[src/rtl/mmio_out_port.sv]
// Memory-mapped output port: stores to PORT_ADDR queue into a FIFO drained over valid/ready.
// Optional macro MMIO_OUT_TIMESTAMP_EN adds a per-entry 16-bit cycle timestamp on out_ts.
module mmio_out_port #(
    parameter logic [7:0] PORT_ADDR   = 8'hFF,
    parameter logic [7:0] STATUS_ADDR = 8'hFE,
    parameter int         DEPTH       = 4,
    parameter int         DATA_W      = 16
) (
    input  logic              clk,
    input  logic              rst,
    input  logic              d_wr,
    input  logic              d_rd,
    input  logic [7:0]        d_addr,
    input  logic [DATA_W-1:0] w_data,
    output logic [DATA_W-1:0] mmio_rdata,
    output logic              mmio_hit,
    output logic              out_valid,
    output logic [DATA_W-1:0] out_data,
    input  logic              out_ready,
`ifdef MMIO_OUT_TIMESTAMP_EN
    output logic [15:0]       out_ts,
`endif
    output logic              overflow
);

    localparam int PW = $clog2(DEPTH);
    localparam int CW = PW + 1;

    logic [DATA_W-1:0] mem [DEPTH];
    logic [PW-1:0]     head, tail, head_n;
    logic [CW-1:0]     count, count_n;
    logic              full, empty;
    logic              push, pop, push_ok, clr, drop;
    logic              head_is_new;
    logic [DATA_W-1:0] out_data_n;
    logic [15:0]       status;

`ifdef MMIO_OUT_TIMESTAMP_EN
    logic [15:0] ts_cnt;
    logic [15:0] ts_mem [DEPTH];
    logic [15:0] out_ts_n;
`endif

    assign full  = (count == CW'(DEPTH));
    assign empty = (count == '0);

    assign push    = d_wr && (d_addr == PORT_ADDR);
    assign pop     = out_valid && out_ready;
    assign push_ok = push && (!full || pop);
    assign drop    = push && full && !pop;
    assign clr     = d_wr && (d_addr == STATUS_ADDR) && w_data[0];

    assign mmio_hit = (d_wr || d_rd) &&
                      ((d_addr == PORT_ADDR) || (d_addr == STATUS_ADDR));

    assign status     = {overflow, full, empty, 5'b0, 8'(count)};
    assign mmio_rdata = (d_rd && d_addr == STATUS_ADDR) ? DATA_W'(status) : '0;

    // Next head/count and the word that becomes the registered head output
    always_comb begin
        head_n      = pop ? head + PW'(1) : head;
        count_n     = count + CW'(push_ok) - CW'(pop);
        head_is_new = push_ok && ((count - CW'(pop)) == '0);
        out_data_n  = '0;
        if (count_n != '0) begin
            out_data_n = head_is_new ? w_data : mem[head_n];
        end
    end

    // Pointer, count, flag and output registers
    always_ff @(posedge clk or negedge rst) begin
        if (!rst) begin
            head      <= '0;
            tail      <= '0;
            count     <= '0;
            overflow  <= 1'b0;
            out_valid <= 1'b0;
            out_data  <= '0;
        end else begin
            head      <= head_n;
            count     <= count_n;
            out_valid <= (count_n != '0);
            out_data  <= out_data_n;
            if (push_ok) tail <= tail + PW'(1);
            if (drop) overflow <= 1'b1;
            else if (clr) overflow <= 1'b0;
        end
    end

    // FIFO storage write; contents are not reset
    always_ff @(posedge clk) begin
        if (push_ok) mem[tail] <= w_data;
    end

`ifdef MMIO_OUT_TIMESTAMP_EN
    // Timestamp selection mirrors the data path
    always_comb begin
        out_ts_n = '0;
        if (count_n != '0) begin
            out_ts_n = head_is_new ? ts_cnt : ts_mem[head_n];
        end
    end

    // Free-running cycle counter and timestamp output register
    always_ff @(posedge clk or negedge rst) begin
        if (!rst) begin
            ts_cnt <= '0;
            out_ts <= '0;
        end else begin
            ts_cnt <= ts_cnt + 16'd1;
            out_ts <= out_ts_n;
        end
    end

    // Timestamp storage write
    always_ff @(posedge clk) begin
        if (push_ok) ts_mem[tail] <= ts_cnt;
    end
`endif

endmodule

[config.mk]
export PLATFORM = sky130hd
export DESIGN_NAME = mmio_out_port
export DESIGN_NICKNAME = d
export VERILOG_FILES = /design/src/rtl/mmio_out_port.sv
export SDC_FILE = /design/constraint.sdc
export NUM_CORES = 1
export LEC_CHECK = 0
export CORE_AREA = 2 2 102 104
export CTS_CLUSTER_DIAMETER = 50
export CTS_CLUSTER_SIZE = 24
export DETAILED_ROUTE_END_ITERATION = 10
export DIE_AREA = 0 0 104 106
export GPL_TIMING_DRIVEN = 0
export PLACE_DENSITY = 0.67
export REMOVE_ABC_BUFFERS = 1
export SLEW_MARGIN = 20
export SYNTH_ARGS = -nofsm -noshare
export SYNTH_HDL_FRONTEND = slang
export SYNTH_SLANG_ARGS = --single-unit
[constraint.sdc]
create_clock -name clk -period 4.9 [get_ports clk]
set_clock_uncertainty 0.05 [all_clocks]
set_input_delay 0.49 -clock clk [delete_from_list [all_inputs] [get_ports clk]]
set_output_delay 0.49 -clock clk [all_outputs]
set_load 0.05 [all_outputs]
# After elaboration in Yosys (flattened, before gate mapping)
# Memory sizes are Yosys's and may differ from the RTL's.
# Cells that the tools add are included.
dict set report totals {
  register_bits 25
  ramBits 64
  in_bits 29
  out_inout_bits 35
  wordCells 42
  memories 1
}
# name words word_bits read_ports rd_ports_with_merged_regs write_ports line
set memory_table {}
lappend memory_table {mem 4 16 1 0 1 29} ;# logic [DATA_W-1:0] mem [DEPTH];
dict set report classes {
  n_addsub 5
  eq_ne 3
  mux 8
  n_reduce_logical 19
}
# cell n
set ops {}
lappend ops {{$mux 16} 3}
lappend ops {{$eq 8x8->1 const B} 2}
lappend ops {{$logic_and 1x1->1} 10}
lappend ops {{$logic_not 3->1} 2}
lappend ops {{$sub 3x1->3} 2}
lappend ops {{$add 2x1->2 const B} 2}
lappend ops {{$mux 1} 4}
lappend ops {{$add 3x1->3} 1}
lappend ops {{$eq 3x3->1 const B} 1}
lappend ops {{$logic_or 1x1->1} 3}
lappend ops {{$reduce_bool 3->1} 1}
lappend ops {{$logic_not 1->1} 2}
lappend ops {{$mux 2} 1}
lappend ops {{$reduce_bool 2->1} 1}

# Longest topological paths before layout
# Gate-level depths: netlist of the first run.
dict set report logic_depth {
  word_depth 8
  ltp_mapped 13
  ltp_nobuf 10
}

# Worst setup path before layout of the first run
# OpenSTA, ideal clock, no wires.
dict set report synth_path {
  kind {register to register}
  from {register out_valid}
  to {register out_data[10]}
  t_arrival_ps 3131
  slack_ps 1591
  path_stages_with_launch 14
  n_path_buf 4
  synth_period_minus_slack_ps 3309
  cell_sequence {dfrtp_1 > buf_4 > a211oi_2 > a2111oi_4 > buf_2 > mux2_2 > ha_1 > fa_1 > xnor3_1 > or3_1 > buf_2 > buf_6 > o31ai_1 > a21oi_1}
}
dict set report synth_via {
  elab_chain_cells 7
}
# item line
set synth_rtl {}
lappend synth_rtl {{start: declaration} 17} ;# output logic out_valid,
lappend synth_rtl {{start signal: assignment} 82} ;# out_valid <= (count_n != '0);
lappend synth_rtl {{$logic_and 1x1->1 *} 48} ;# assign pop = out_valid && out_ready;
lappend synth_rtl {{$logic_or 1x1->1} 49} ;# assign push_ok = push && (!full || pop);
lappend synth_rtl {{$logic_and 1x1->1} 49}
lappend synth_rtl {{$add 3x1->3} 62} ;# count_n = count + CW'(push_ok) - CW'(pop);
lappend synth_rtl {{$sub 3x1->3 *} 62}
lappend synth_rtl {{named net count_n[2]} 31} ;# logic [CW-1:0] count, count_n;
lappend synth_rtl {{$reduce_bool 3->1 *} 65} ;# if (count_n != '0) begin
lappend synth_rtl {{$mux 16 *} 65}
lappend synth_rtl {{named net out_data_n[10]} 35} ;# logic [DATA_W-1:0] out_data_n;
lappend synth_rtl {{end signal: assignment} 83} ;# out_data <= out_data_n;
lappend synth_rtl {{end: declaration} 18} ;# output logic [DATA_W-1:0] out_data,
# The timed path passes the listed nets; every way through them passes the cells marked *.
# A chain may end at the register's enable or synchronous reset.

# Final worst setup path of the first run
dict set report layout_path {
  from {input port out_ready}
  to {register out_data[13]}
}
dict set report layout_via {
  elab_chain_cells 7
}
# item line
set layout_rtl {}
lappend layout_rtl {{start: declaration} 19} ;# input logic out_ready,
lappend layout_rtl {{$logic_and 1x1->1 *} 48}
lappend layout_rtl {{$logic_or 1x1->1} 49}
lappend layout_rtl {{$logic_and 1x1->1} 49}
lappend layout_rtl {{$add 3x1->3} 62}
lappend layout_rtl {{$sub 3x1->3 *} 62}
lappend layout_rtl {{named net count_n[2]} 31}
lappend layout_rtl {{$reduce_bool 3->1 *} 65}
lappend layout_rtl {{$mux 16 *} 65}
lappend layout_rtl {{named net out_data_n[13]} 35}
# Marked as above.

==> metrics.md, run 1 <==
| Metric | Value |
|---|---|
| DIE HEIGHT | around 110 µm |
| Arrival @ worst endpoint | roughly 4.7 ns |
| First-pass GRT wire length | 16,700 µm |
| Crit-path cells | clkdlybuf4s50_1 > nand2_2 > inv_2 > nand2_1 > fa_1 > xnor3_1 > or3_1 > o31ai_1 > a21oi_1 |
| Min-Delay Path Class | input port to asynchronous set/reset pin |
| Worst r2r dst | out_data[13]$_DFF_PN0_ |
| Critical Path RT | 5.12 ns |
| DRT iter0 DRCs | between 200 and 250 |
| Antenna violations before repair | 0 |
| Crit path buf inv count | 2 |
| Critical Path Slowest Stage Cell | clkdlybuf4s50_1 |
| Die Area | ~0.011 mm² |
| Routed length on met2 | ~5100 µm |
| Core area | 0.0100 mm² |
| Via density | 5.92 |
| Worst Setup EP | out_data[13]$_DFF_PN0_ |
| Max-cap viol count | 0 |
| Worst Reg2Reg Path Length in Cells | 8 |
| RSZ-0062 raised after global routing | no |
| Register area share after synthesis | 0.584 |
| CP max stage delay | ~1.1 ns |
| Pwr dens | 552 mW/mm² |
| 1st-pass router iterations | 5 |
| Crit path max fanout | 35 |
| WL final | between 10,000 and 15,000 µm |
| Clock root cell | clkbuf_8 |
| DRT antenna net count | 0 |
| Worst-path clk slew | approximately 0.09 ns |
| Mean Syn Cell Area | 12.6 µm² |
| Crit Reg-Reg Startpoint | out_valid$_DFF_PN0_ |
| Hpwl dp | about 6000 µm |
| Max VDD drop | about 0.23 mV |
| FILL cells | roughly 900 |
| Synth Instances | approximately 350 |
| Cell leakage power | ~0.0018 µW |
| Worst-Margin Slew | 1.02 ns |
| Nets@finish | 417 |
| Delay-heaviest family, CP | buffers and inverters |
| Layout cells sized above 1 | 0.109 |
| Buffers on Ports | 53 |
| FMAX | between 0.2 and 0.25 GHz |
| Avg WL per Cell | between 15 and 20 µm |
| Grt total ovfl | 0 |
| Status | finished clean |
| Clock sinks | between 80 and 90 |
| Crit share post-route | 0.908 |
| CTS buffer count | 9 |
| Post-synthesis cell type count | 39 |
| Post-Layout Cell Count | roughly 520 |
| Total power | ~2800 µW |
| FF-to-FF setup slack | between 0.7 and 0.8 ns |
| #FFs+latches synth | just under 90 |
| Final hold vios | 0 |
| Total track usage | 0.197 |
| IO Pins | between 60 and 70 |
| Metal3 WL | between 700 and 800 µm |
| Top Layer Used | met4 |
| Final min period | about 4.4 ns |
| Residual DRC | 0 |
| Area grow syn2layout | 17.3% |
| Clock Path Buffers | 2 |
| Met1 wire length | 4390 µm |
| CTS tree | yes |
| Hold_buf cts | 0 |
| Die width | between 100 and 150 µm |
| Final Max Slew Viols | 0 |
| Crit path depth | 9 |
| Final Wtd Congestion | roughly 0.73 |
| CP endpoint kind | register |
| Initial Utilization | 0.436 |
| Setup crit start | out_ready |
| Post-Place Cells | between 500 and 600 |
| Via count | slightly above 3,000 |
| Largest net degree at the start of global routing | 50 |
| CTS H-tree lvls | 3 |
| Max_slew headroom | 0.323 |
| Vias in the first global route | slightly above 3,000 |
| Critical path type | input port to register |
| Final Setup Violations | 0 |
| Num rows | 37 |
| Antenna diodes | 0 |
| Post-Syn Area | approximately 0.0044 mm² |
| Later-pin clock latency in the skew report | around 0.36 ns |
| Critical Path Source Type | input port |
| Yosys warns | 0 |
## kinds of logic (layout without fill, tap and decap cells)
| kind of cell | after synthesis | in the layout | synth area share |
|---|---|---|---|
| DFF | 89 | 89 | 0.584 |
| xor gates and xnor gates | 5 | 5 | 0.0132 |
| and+or+nand+nor | 74 | 74 | 0.0918 |
| AOI/OAI and AO/OA | 103 | 103 | 0.184 |
| other | 1 | 10 | 0.000860 |
| buffers and inverters | 47 | 79 | 0.0559 |
| muxes | 19 | 19 | 0.0482 |
| adders and majority gates | 7 | 7 | 0.0218 |
## worst register-to-register path, stage by stage (launching register included)
cell and delay (ns):
dfrtp_1 0.92, nand2_2 0.52, inv_2 0.67, nand2_1 0.16, fa_1 0.43, xnor3_1 0.24, or3_1 0.63, o31ai_1 0.19
a21oi_1 0.22
## where the power goes
part | leakage [µW] | total [µW] | switching (µW) | internal, µW
clock | 0.0000941 | 501 | 261 | 240
combinational | 0.000843 | 1260 | 761 | 501
sequential | 0.000859 | 1060 | 150 | 908
## worst min path at each step
stage	from	to	slack [ns]	depth (start not counted)
6_report	rst	out_data[6]$_DFF_PN0_	0.08	1
3_5_place_dp	overflow$_DFFE_PN0P_	overflow$_DFFE_PN0P_	0.49	1
3_3_place_gp	overflow$_DFFE_PN0P_	overflow$_DFFE_PN0P_	0.49	1
2_1_floorplan	rst	count[0]$_DFF_PN0_	0.14	0
5_1_grt	rst	out_data[10]$_DFF_PN0_	0.13	1
4_1_cts	rst	out_data[7]$_DFF_PN0_	0.11	1
## repair_timing
item,4_1_cts,5_1_grt
setup buffers,0,0
endpoints found under the setup margin,0,12
resized for setup,0,1
## per-stage QoR
step | setup slack (ns) | TNS, ns | area [µm²] | hold slack, ns | utilization
floorplan | 1.15 | 0 | 4180 | 0.144 | -
global placement | -0.286 | -3.96 | 4880 | 0.490 | 0.488
detailed placement | -0.149 | -1.42 | 4920 | 0.489 | 0.492
CTS | 0.237 | 0 | 5110 | 0.106 | 0.511
global route | 0.285 | 0 | 5120 | 0.125 | 0.512
finish | 0.452 | 0 | 5120 | 0.0791 | 0.512
## cell usage in the layout (no fill, tap or decap), types with 3 or more instances in the layout
cell             count
conb_1              10
edfxtp_1            64
clkdlybuf4s50_1     52
clkbuf_8             9
mux2_2              16
a221o_1             30
a21oi_1             16
ha_1                 6
dfrtp_1             23
and3_1               3
nand4_1             17
mux2i_1              3
xnor2_1              4
nor2_1               3
inv_1                5
nand2b_1            15
a22oi_1             16
o31ai_1             16
o21ai_1              3
and2_1               8
o21ai_0             13
nand2_1             22
## layer usage
layer / vias to the layer above / track usage
met4: 0 / 0.0724
met3: 12 / 0.0411
met2: 149 / 0.333
met5: - / 0
met1: 1527 / 0.252
li1: 1400 / -
## Yosys cell counts, drive strengths merged
master	n	share of area
a211oi	1	0.0029
edfxtp	64	0.44
dfrtp	25	0.14
a221o	30	0.069
xnor2	4	0.0080
a21oi	17	0.020
and2	8	0.011
a31o	1	0.0020
o21a	1	0.0017
inv	6	0.0052
mux2	16	0.041
a22o	1	0.0020
xnor3	1	0.0052
o21ai	16	0.018
buf	23	0.035
clkinv	1	0.00086
a22oi	16	0.028
clkbuf	17	0.015
or3	1	0.0014
nand3	2	0.0023
conb	1	0.00086
a2111o	1	0.0026
nand2	23	0.020
nand4	17	0.024
ha	6	0.017
nor2	3	0.0026
o2bb2ai	2	0.0040
nand2b	15	0.022
a2111oi	1	0.0063
fa	1	0.0046
and3	3	0.0043
and3b	2	0.0040
o31ai	16	0.028
mux2i	3	0.0069
## cell type report
type,count,area [µm²],area share
Clock inverter,5,63.8,0.0125
Tap cell,136,170,0.0333
Clock buffer,11,131,0.0257
Inverter,7,26.3,0.00514
Timing Repair Buffer,56,568,0.111
Multi-Input combinational cell,218,1610,0.314
Sequential cell,89,2550,0.498
## registers in the layout, summed over array words and instances, names as in the netlist
register and cells:
mem 64, out_valid 1, out_data 16, overflow 1, count 3, head 2, tail 2
Note: power is estimated with default switching activity, not from simulation.
==> run 2, diff against run 1 <==
GPL_TIMING_DRIVEN = unset   (was 0)
SETUP_SLACK_MARGIN = 0.1   (was unset)
==> metrics.md, run 2 (synthesis gave the netlist of run 1 again) <==
| Metric | Value |
|---|---|
| Die Area | 0.0110 mm² (unchanged) |
| Largest net degree at the start of global routing | 49 (-2.0%) |
| Pwr dens | 541 mW/mm² (-1.9%) |
| Via count | 3,043 (-1.5%) |
| RSZ-0062 raised after global routing | no |
| First-pass GRT wire length | 16,100 µm (-3.6%) |
| TNS Setup | 0 ns (unchanged) |
| Largest regs | mem: 64 flops, out_data: 16 flops, count: 3 flops |
| Layout cells sized above 1 | 0.107 (-0.00167) |
| Crit share post-route | 0.711 (-0.197) |
| Post-layout util | 0.513 (+0.000876) |
| CTS buffer count | 9 (unchanged) |
| Cells resized by post-CTS repair | 0 (unchanged) |
| Nets@finish | 423 (+1.4%) |
| Final hold vios | 0 (unchanged) |
| Grt total ovfl | 0 (unchanged) |
| Setup crit start | out_ready |
| FMAX | 0.287 GHz (+28%) |
| Final min period | 3.48 ns (-0.965 ns) |
| Die width | 104 µm (unchanged) |
| Finished layout cell area | 0.00512 mm² (+0.17%) |
| Crit path max fanout | 17 (-51%) |
| IO Pins | 64 (unchanged) |
| Core area | 0.0100 mm² (unchanged) |
| Final Wtd Congestion | 0.773 (+5.8%) |
| Commonest non-fill, non-tap cells in the layout | edfxtp_1 (64), clkdlybuf4s50_1 (53), a221o_1 (30) |
| DRT antenna net count | 0 (unchanged) |
| Clock Path Buffers | 2 (unchanged) |
| DIE HEIGHT | 106 µm (unchanged) |
| Via density | 5.76 (-2.6%) |
| Max reg flops | 64 (unchanged) |
| CP endpoint kind | register |
| Max-cap viol count | 0 (unchanged) |
| Max_slew headroom | 0.373 (+0.0496) |
| Hold_buf cts | 0 (unchanged) |
| Post-CTS Setup Bufs | 0 (unchanged) |
| Antenna violations before repair | 0 (unchanged) |
| Later-pin clock latency in the skew report | 0.36 ns (about the same) |
| Buffers on Ports | 53 (unchanged) |
| Vias in the first global route | 3,002 (-3.5%) |
| Area of placed instances | 0.00495 mm² (+0.56%) |
| Crit Reg-Reg Startpoint | out_valid$_DFF_PN0_ |
| Clock root cell | clkbuf_8 |
| Residual DRC | 0 (unchanged) |
| Critical Path RT | 5.12 ns (about the same) |
| Clock sinks | 89 (unchanged) |
| Critical path type | input port to register |
| Final Setup Violations | 0 (unchanged) |
| Critical Path Source Type | input port |
| Worst-Margin Slew | 0.941 ns (-0.0744 ns) |
| Max VDD drop | 0.270 mV (+18%) |
| Worst-path clk slew | 0.08 ns (about the same) |
| Avg WL per Cell | 19.1 µm (-4.1%) |
| Top reg by flops | mem |
| Most common cell after layout, fill and taps aside | edfxtp_1 |
| WL final | 10,100 µm (-3.0%) |
| Min-Delay Path Class | input port to asynchronous set/reset pin |
| Initial Utilization | 0.436 (unchanged) |
| Num rows | 37 (unchanged) |
| Area grow syn2layout | 17.5% |
| CTS tree | yes |
| Antenna diodes | 0 (unchanged) |
| Arrival @ worst endpoint | 3.71 ns (-0.95 ns) |
| 1st-pass router iterations | 5 (unchanged) |
| Cell leakage power | 0.00182 µW (+1.1%) |
| CTS H-tree lvls | 3 (unchanged) |
| DRT iter0 DRCs | 246 (unchanged) |
| Hpwl dp | 6130 µm (+0.99%) |
| Status | finished clean |
| Total track usage | 0.189 (-0.00776) |
| Final Max Slew Viols | 0 (unchanged) |
[run 2: final timing paths]
kind	end	slack [ns]	cells past startpoint
max in group asynchronous	out_data[14]$_DFF_PN0_	4.04	2
max	out_data[15]$_DFF_PN0_	1.42	10
min	count[2]$_DFF_PN0_	0.47	2
min reg2reg	overflow$_DFFE_PN0P_	0.51	1
min in group clk	overflow$_DFFE_PN0P_	0.51	1
max reg2reg	out_data[15]$_DFF_PN0_	1.65	9
[run 2: cell type report]
type,instances,area (µm²)
fillers,898,4870
flip-flops and latches,89,2550
multi-input cells,218,1600
repair buffers,62,598
well taps,136,170
clock buffers,12,135
clock inverters,4,43.8
inverters,7,26.3
[run 2: per-stage QoR]
| stage | power, µW | std cells | hold WS, ns | setup WS (ns) |
|---|---|---|---|---|
| final | 2770 | 528 | 0.466 | 1.42 |
| after global routing | 2920 | 528 | 0.489 | 1.29 |
| after CTS | 2780 | 528 | 0.471 | 1.47 |
| after detailed placement | 2300 | 512 | 0.497 | 1.09 |
| after global placement | 2280 | 512 | 0.484 | 1.10 |
| after floorplan | 1890 | 314 | 0.144 | 1.15 |
[run 2: routing by layer]
metal  up-vias  track usage  part of all wire
met5         -            0                 0
met4         0       0.0695             0.010
met3        11       0.0429             0.071
met2       139        0.298              0.47
met1      1482        0.258              0.45
li1       1411            -                 -
[run 2: where the power goes]
group          switching (µW)  leakage (µW)  internal, µW
logic                     824      0.000863           499
registers                63.7      0.000861           909
clock network             243     0.0000918           233
total                    1130       0.00182          1640
[run 2: worst max-delay path: stages]
cell,delay [ns]
clkdlybuf4s50_1,0.60
a211oi_2,0.42
a2111oi_4,0.13
mux2_2,0.30
ha_1,0.19
fa_1,0.37
xnor3_1,0.22
or3_1,0.62
o31ai_1,0.18
a21oi_1,0.18
==> run 3, diff against run 2 <==
clock period = 3.28 ns   (was 4.9 ns; I/O delays follow)
==> metrics.md, run 3 (synthesis gave the netlist of run 1 again) <==
| Metric | Value |
|---|---|
| CTS buffer count | 9 (unchanged) |
| Die width | 104 µm (unchanged) |
| Residual DRC | 0 (unchanged) |
| Register share of total power | 0.333 (-0.018) |
| CP endpoint kind | register |
| Antenna diodes | 0 (unchanged) |
| Worst Reg2Reg Path Length in Cells | 10 (+1) |
| DIE HEIGHT | 106 µm (unchanged) |
| Most common cell after layout, fill and taps aside | edfxtp_1 |
| DRT antenna net count | 0 (unchanged) |
| Critical Path Source Type | input port |
| Total track usage | 0.199 (+0.00971) |
| Layout cells sized above 1 | 0.141 (+0.0336) |
| Final Max Slew Viols | 0 (unchanged) |
| Final hold vios | 0 (unchanged) |
| Clk pwr share | 0.200 (+0.028) |
| Max_slew headroom | 0.459 (+0.0863) |
| Area of placed instances | 0.00504 mm² (+2.0%) |
| Grt total ovfl | 0 (unchanged) |
| IO Pins | 64 (unchanged) |
| Crit share post-route | 0.882 |
| Pint | 2650 µW (+61%) |
| Status | finished clean |
| Final Wtd Congestion | 0.776 (+0.37%) |
| FF-to-FF setup slack | 0.44 ns (-1.21 ns) |
| Critical path type | input port to register |
| Fin Hold WS | 0.304 ns (-0.162 ns) |
| Max reg flops | 64 (unchanged) |
| Crit path max fanout | 34 (+17) |
| Via density | 5.89 (+2.1%) |
| Finished layout cell area | 0.00528 mm² (+3.0%) |
| Crit Reg-Reg Startpoint | count[0]$_DFF_PN0_ |
| Die Area | 0.0110 mm² (unchanged) |
| Largest regs | mem: 64 flops, out_data: 16 flops, count: 3 flops |
| Worst-path clk slew | 0.09 ns (about the same) |
| Worst r2r dst | out_data[6]$_DFF_PN0_ |
| FMAX | approximately 0.35 GHz |
| Min-Delay Path Class | input port to asynchronous set/reset pin |
| Area grow syn2layout | 21.0% |
| Later-pin clock latency in the skew report | 0.36 ns (about the same) |
| Post-CTS Setup Bufs | 0 (unchanged) |
| Buffers on Ports | 53 (unchanged) |
| CTS H-tree lvls | 3 (unchanged) |
| Clock sinks | 89 (unchanged) |
| Nets@finish | 436 (+3.1%) |
| WL final | 10,700 µm (+6.4%) |
| Commonest non-fill, non-tap cells in the layout | edfxtp_1 (64), clkdlybuf4s50_1 (53), a221o_1 (30) |
| Num rows | 37 (unchanged) |
| Clock Path Buffers | 2 (unchanged) |
| Antenna violations before repair | 0 (unchanged) |
| Avg WL per Cell | 19.9 µm (+3.9%) |
| Core area | 0.0100 mm² (unchanged) |
| Cells resized by post-CTS repair | 0 (unchanged) |
| Via count | 3,184 (+4.6%) |
| Final Setup Violations | 0 (unchanged) |
| Clock root cell | clkbuf_8 |
| Critical Path RT | 3.50 ns (-1.62 ns) |
| Vias in the first global route | 3,233 (+7.7%) |
| FILL cells | 861 (-4.1%) |
| Worst-Margin Slew | 0.811 ns (-0.129 ns) |
| RSZ-0062 raised after global routing | no |
| Hold_buf cts | 0 (unchanged) |
| Max VDD drop | 0.347 mV (+29%) |
| CTS tree | yes |
| Top reg by flops | mem |
| DRT iter0 DRCs | 248 (+0.81%) |
| Cell leakage power | 0.00190 µW (+4.9%) |
| Sw power | 1750 µW (+55%) |
| 1st-pass router iterations | 5 (unchanged) |
| Final min period | a little under 3 ns |
| First-pass GRT wire length | 16,800 µm (+4.4%) |
| Pwr dens | 833 mW/mm² (+54%) |
| Initial Utilization | 0.436 (unchanged) |
| Arrival @ worst endpoint | 3.11 ns (-0.60 ns) |
| Max-cap viol count | 0 (unchanged) |
| Hpwl dp | 6450 µm (+5.3%) |
| Largest net degree at the start of global routing | 49 (unchanged) |
| Sw frac | 0.397 (-0.0105) |
| Comb power frac | 0.467 (-0.010) |
==> run 3: cell types whose count changed in the layout (fill, tap and decap cells not counted) <==
cell | before | now
clkinv_2 | 2 | 1
bufinv_16 | 1 | 3
clkinvlp_4 | 0 | 1
clkbuf_1 | 3 | 1
buf_4 | 9 | 22
==> run 3: worst max path at each step <==
stage / from / endpoint / cells past startpoint
2_1_floorplan: out_valid$_DFF_PN0_ / out_data[0]$_DFF_PN0_ / 8
3_3_place_gp: out_ready / out_data[6]$_DFF_PN0_ / 12
3_5_place_dp: d_addr[7] / out_data[12]$_DFF_PN0_ / 12
4_1_cts: d_addr[7] / out_data[6]$_DFF_PN0_ / 12
5_1_grt: out_ready / out_data[6]$_DFF_PN0_ / 12
6_report: out_ready / out_data[6]$_DFF_PN0_ / 12
==> run 3: final cells by class <==
type / instances / area [µm²] / share of cell area
Sequential cell: 89 / 2550 / 0.483
Multi-Input combinational cell: 218 / 1600 / 0.304
Timing Repair Buffer: 75 / 696 / 0.132
Tap cell: 136 / 170 / 0.0322
Clock buffer: 10 / 128 / 0.0242
Clock inverter: 6 / 106 / 0.0202
Inverter: 7 / 26.3 / 0.00498
==> run 3: metal layers <==
metal / vias to the layer above / wire, µm / track usage / part of all wire
li1: 1432 / - / - / -
met1: 1573 / 4370 / 0.240 / 0.41
met2: 156 / 5400 / 0.348 / 0.50
met3: 23 / 798 / 0.0503 / 0.074
met4: 0 / 172 / 0.0685 / 0.016
met5: - / 0 / 0 / 0
==> run 3: power by group through the flow <==
stage | Sequential (µW) | Combinational (µW) | Clock (µW)
floorplan | 1930 | 893 | 0
global placement | 1490 | 1980 | 0
detailed placement | 1490 | 2020 | 0
CTS | 1470 | 2030 | 886
global route | 1480 | 2190 | 945
finish | 1460 | 2050 | 880
==> run 3: through the flow <==
step | util | power (µW) | instances | setup WS (ns) | TNS (ns)
after CTS | 0.528 | 4380 | 541 | 0.440 | 0
final | 0.528 | 4400 | 541 | 0.388 | 0
after detailed placement | 0.504 | 3510 | 525 | 0.0606 | 0
after global placement | 0.504 | 3470 | 525 | 0.0973 | 0
after global routing | 0.528 | 4610 | 541 | 0.245 | 0
after floorplan | - | 2820 | 314 | -0.467 | -7.83
==> run 3: worst max-delay path: stages <==
cell and delay, ns:
clkdlybuf4s50_1 0.52, buf_4 0.30, nand2_1 0.12, buf_4 0.24, inv_2 0.08, buf_4 0.35
ha_1 0.24, xnor2_1 0.15, and3_1 0.18, buf_4 0.26, a22oi_1 0.14, a21oi_1 0.19
